===== config.mk =====
export PLATFORM = sky130hd
export DESIGN_NAME = serial_adder_n
export DESIGN_NICKNAME = d
export VERILOG_FILES = /design/src/rtl/serial_adder_n.sv
export SDC_FILE = /design/constraint.sdc
export NUM_CORES = 1
export LEC_CHECK = 0
export ABC_AREA = 1
export CORE_ASPECT_RATIO = 2
export CORE_MARGIN = 4
export CORE_UTILIZATION = 50
export CTS_CLUSTER_DIAMETER = 60
export DETAILED_ROUTE_END_ITERATION = 12
export HOLD_SLACK_MARGIN = 0.12
export PLACE_DENSITY = 0.82
export SLEW_MARGIN = 10
export SYNTH_ARGS = -nofsm -noshare
export SYNTH_HDL_FRONTEND = slang
export SYNTH_SLANG_ARGS = --single-unit

===== constraint.sdc =====
create_clock -name clk -period 1.9 [get_ports clk]
set_input_delay 0.285 -clock clk [delete_from_list [all_inputs] [get_ports clk]]
set_output_delay 0.285 -clock clk [all_outputs]
set_load 0.01 [all_outputs]

===== src/rtl/serial_adder_n.sv =====
// Digit-serial adder/subtractor: DIGIT_W bits per clock, LSB digit first, valid/ready on both sides.
// Define SERIAL_ADDER_OVF_EN to add the registered signed-overflow output ovf.
//   state | meaning
//   IDLE  | waiting for operands, in_ready high
//   CALC  | one digit per clock, partial result on s
//   DONE  | result held, out_valid high until out_ready
module serial_adder_n #(
    parameter int WIDTH   = 8,
    parameter int DIGIT_W = 2
) (
    input  logic             clk,
    input  logic             resetn,
    input  logic             in_valid,
    output logic             in_ready,
    input  logic [WIDTH-1:0] a,
    input  logic [WIDTH-1:0] b,
    input  logic             cin,
    input  logic             sub,
    output logic             out_valid,
    input  logic             out_ready,
    output logic [WIDTH:0]   s
`ifdef SERIAL_ADDER_OVF_EN
    ,
    output logic             ovf
`endif
);

    localparam int NDIG  = WIDTH / DIGIT_W;
    localparam int CNT_W = (NDIG > 1) ? $clog2(NDIG) : 1;
    localparam logic [CNT_W-1:0] LAST = CNT_W'(NDIG - 1);

    generate
        if ((DIGIT_W < 1) || (DIGIT_W > WIDTH) || ((WIDTH % DIGIT_W) != 0)) begin : g_bad_param
            $error("serial_adder_n: WIDTH must be a multiple of DIGIT_W and 1 <= DIGIT_W <= WIDTH");
        end
    endgenerate

    typedef enum logic [1:0] {
        IDLE = 2'd0,
        CALC = 2'd1,
        DONE = 2'd2
    } state_t;

    state_t             state_q, state_d;
    logic [CNT_W-1:0]   cnt_q, cnt_d;
    logic [WIDTH-1:0]   a_q, a_d;
    logic [WIDTH-1:0]   b_q, b_d;
    logic               carry_q, carry_d;
    logic [WIDTH:0]     s_q, s_d;
    logic [DIGIT_W:0]   sum;
`ifdef SERIAL_ADDER_OVF_EN
    logic               ovf_q, ovf_d;
`endif

    always_ff @(posedge clk or negedge resetn) begin
        if (!resetn) begin
            state_q <= IDLE;
            cnt_q   <= '0;
            a_q     <= '0;
            b_q     <= '0;
            carry_q <= 1'b0;
            s_q     <= '0;
`ifdef SERIAL_ADDER_OVF_EN
            ovf_q   <= 1'b0;
`endif
        end else begin
            state_q <= state_d;
            cnt_q   <= cnt_d;
            a_q     <= a_d;
            b_q     <= b_d;
            carry_q <= carry_d;
            s_q     <= s_d;
`ifdef SERIAL_ADDER_OVF_EN
            ovf_q   <= ovf_d;
`endif
        end
    end

    // Operands shift right one digit per CALC cycle, so the active digit is always at the bottom.
    assign sum = {1'b0, a_q[DIGIT_W-1:0]} + {1'b0, b_q[DIGIT_W-1:0]} + {{DIGIT_W{1'b0}}, carry_q};

    always_comb begin
        state_d = state_q;
        cnt_d   = cnt_q;
        a_d     = a_q;
        b_d     = b_q;
        carry_d = carry_q;
        s_d     = s_q;
`ifdef SERIAL_ADDER_OVF_EN
        ovf_d   = ovf_q;
`endif
        case (state_q)
            IDLE: begin
                if (in_valid) begin
                    a_d     = a;
                    b_d     = sub ? ~b : b;
                    carry_d = sub ^ cin;
                    cnt_d   = '0;
                    state_d = CALC;
                end
            end
            CALC: begin
                for (int k = 0; k < NDIG; k++) begin
                    if (cnt_q == CNT_W'(k)) begin
                        s_d[k*DIGIT_W +: DIGIT_W] = sum[DIGIT_W-1:0];
                    end
                end
                carry_d = sum[DIGIT_W];
                a_d     = a_q >> DIGIT_W;
                b_d     = b_q >> DIGIT_W;
                cnt_d   = cnt_q + CNT_W'(1);
                if (cnt_q == LAST) begin
                    s_d[WIDTH] = sum[DIGIT_W];
`ifdef SERIAL_ADDER_OVF_EN
                    // Carry into the MSB is recovered from the MSB sum bit and its operand bits.
                    ovf_d = a_q[DIGIT_W-1] ^ b_q[DIGIT_W-1] ^ sum[DIGIT_W-1] ^ sum[DIGIT_W];
`endif
                    state_d = DONE;
                end
            end
            DONE: begin
                if (out_ready) begin
                    state_d = IDLE;
                end
            end
            default: state_d = IDLE;
        endcase
    end

    assign in_ready  = (state_q == IDLE);
    assign out_valid = (state_q == DONE);
    assign s         = s_q;
`ifdef SERIAL_ADDER_OVF_EN
    assign ovf       = ovf_q;
`endif

endmodule


==> results_dict.tcl, run 1 <==
set metrics [dict create \
    worstPathArrival_ns 1.43 \
    dp_hpwl_um 2240 \
    switchingPower_w 0.00107 \
    power_density_nw_per_um2 1420 \
    layout_commonest_cell "nand2_1" \
    grt_overflow 0 \
    clock-root-buffer "clkbuf_8" \
    wl_per_cell_um 12.5 \
    min_path_type "in2async" \
    fin_cells 253 \
    layout_common_cells "nand2_1 (65), nand3_1 (38), clkdlybuf4s50_1 (32)" \
    hold_buffers 0 \
    min_period_ns 1.72 \
    post_synth.cell_area_avg_um2 8.11 \
    fmax_mhz 583 \
    crit_path_start_kind "flop" \
    ys_ff_latch 30 \
    status "finished clean" \
    p_int_w 0.00169 \
    fin_crit_sh_pct 90.3 \
    required_ns 1.62 \
    dp.cells 245 \
    layout.nets 250 \
    end_kind "output port" \
    final_layout_size_suffix_gt1_share_pct 7.17 \
    rsz0062_at_grt "false" \
    netlist_area_um2 1510 \
    row_count 28 \
    slowest_delay_ns 0.56 \
    cts_tree "built" \
    clkLatencyLatePin_ns 0.28 \
    cts_made_buffers 5 \
    tightestPinTransition_ns 0.630 \
    worstSetupPathType "reg2out" \
    drtIter0Drc 28 \
    initial_core_util_pct 51.2 \
    drtAntennaViolNets 0 \
    antenna_cells 0 \
    vias 1304 \
    synthCells 186 \
    grt_pass1_wl_um 5040 \
    cp_slowest_cell "clkdlybuf4s50_1" \
    combPwrFrac_pct 43.4 \
    cp.buffers_inverters 1 \
    setup_viol 0 \
    power_leakage_nw 0.983 \
    cp_cell_sequence "nor2_1, clkdlybuf4s50_1" \
    skew_ns 0.00629 \
    drv_slew 0 \
    yosysUniqueCellTypes 16 \
    critical-path-top-delay-family "buffers and inverters" \
    hold_viol 0 \
    maxCapViolCount 0 \
    max_slew_margin_pct 57.9 \
    grt_pass1_vias 1182 \
    track_usage_pct 17.9 \
    post-cts-setup-buffer-count 0 \
    clkPwrFrac_pct 18.8 \
    cp_max_fo 3 \
    peakVddDrop_mv 0.997 \
    p_seq_share_pct 37.8 \
    core_area_um2 2940 \
    first_pass_iters 4 \
    grt_max_degree 31 \
    routed_via_density 5.15 \
    synth_nets 214 \
    cts.sinks 30 \
    yosysWarnings 0 \
    syn2layout_area_growth_pct 29.0 \
    io_pins 33 \
    fin_setup_tns_ns 0 \
    portBuffers 32 \
    drc 0 \
    h-tree-depth 2 \
    die_width_um 46.8 \
    grt_antenna_before_repair 0 \
    swShare_pct 38.9 \
    die_h_um 85.7 \
    cts_resized 0 \
    gp_congestion 0.743 \
    wl_um 3170 \
    path_clk_slew_ns 0.06 \
    cts.path.max_buffers 2 \
    die_area_um2 4010 \
    synth-seq-area-share_pct 49.8 \
]
## power groups by stage
stage	Combinational, W	Clock (W)	Sequential [W]
2_1_floorplan	0.000764	0	0.00106
3_3_place_gp	0.00117	0	0.00105
3_5_place_dp	0.00120	0	0.00106
4_1_cts	0.00121	0.000535	0.00105
5_1_grt	0.00136	0.000571	0.00108
6_report	0.00120	0.000519	0.00104
## per-layer routing
metal  vias to the layer above  part of all wire, %  GRT usage (%)  routed length (um)
li1                        663                    -              -                   -
met1                       604                   38           19.4                1200
met2                        30                   55           29.5                1750
met3                         7                  4.9           5.67                 154
met4                         0                  2.1           9.07                  66
met5                         -                    0              0                   0
## flip-flops by register name, indices dropped and copies added (netlist names)
| name | flops |
|---|---|
| a_q | 8 |
| s | 9 |
| b_q | 8 |
| cnt_q | 2 |
| carry_q | 1 |
| state_q | 2 |
## cells by family (layout without fill, tap and decap cells)
| group | after synthesis | count (layout) | synth area share, % |
|---|---|---|---|
| compound gates | 12 | 12 | 4.15 |
| xor+xnor | 2 | 2 | 1.16 |
| fa+ha+maj | 6 | 6 | 5.98 |
| buf+inv | 27 | 64 | 7.80 |
| flops | 30 | 30 | 49.8 |
| simple gates | 109 | 109 | 31.1 |
## path summary, 6_finish.rpt
| check | start | end | slack [ns] | cells after the start |
|---|---|---|---|---|
| setup reg to reg | a_q[0] | s[3] | 0.22 | 4 |
| max in group asynchronous | resetn | b_q[6] | 1.23 | 2 |
| hold / removal | resetn | s[6] | 0.39 | 2 |
| setup / recovery | state_q[1] | in_ready | 0.18 | 2 |
| min in group clk | s[0] | s[0] | 0.49 | 2 |
| hold reg to reg | s[0] | s[0] | 0.49 | 2 |
## metrics by stage
stage | power, W | setup WS, ns | util [%] | instance area, um2 | hold slack (ns)
floorplan | 0.00182 | 0.376 | - | 1510 | -0.0106
global placement | 0.00222 | 0.275 | 63.0 | 1850 | 0.472
detailed placement | 0.00226 | 0.247 | 63.0 | 1850 | 0.477
CTS | 0.00280 | 0.162 | 66.1 | 1940 | 0.396
global route | 0.00301 | 0.114 | 66.1 | 1940 | 0.419
finish | 0.00276 | 0.185 | 66.1 | 1940 | 0.386
## synth_stat cells
master / count / area, um2
fa_1: 2 / 40.0
ha_1: 4 / 50.1
nand2_1: 65 / 244
nand2_2: 2 / 12.5
buf_2: 4 / 20.0
o21ai_0: 2 / 10.0
buf_4: 3 / 22.5
nand3_1: 38 / 190
nor2_1: 3 / 11.3
inv_2: 2 / 7.51
o31ai_1: 1 / 7.51
o21ai_1: 9 / 45.0
xor2_1: 2 / 17.5
nor2_4: 1 / 11.3
dfrtp_1: 30 / 751
inv_1: 18 / 67.6
## layout make-up
class / instances / area (um2)
Clock inverter: 1 / 5.00
Multi-Input combinational cell: 129 / 639
Sequential cell: 30 / 751
Inverter: 20 / 75.1
Timing Repair Buffer: 36 / 350
Clock buffer: 7 / 86.3
Fill cell: 255 / 998
Tap cell: 30 / 37.5
Note: power is estimated with default switching activity, not from simulation.
==> inputs of run 2 (changes only) <==
Settings changed: CAP_MARGIN set to 20.
==> results of run 2 <==
The final DEF is identical to that of run 1; final timing and power are the same.
==> inputs of run 3 (changes only) <==
Settings changed: SLEW_MARGIN 10 to not set.
==> results of run 3 <==
The final DEF is identical to that of run 1; final timing and power are the same.
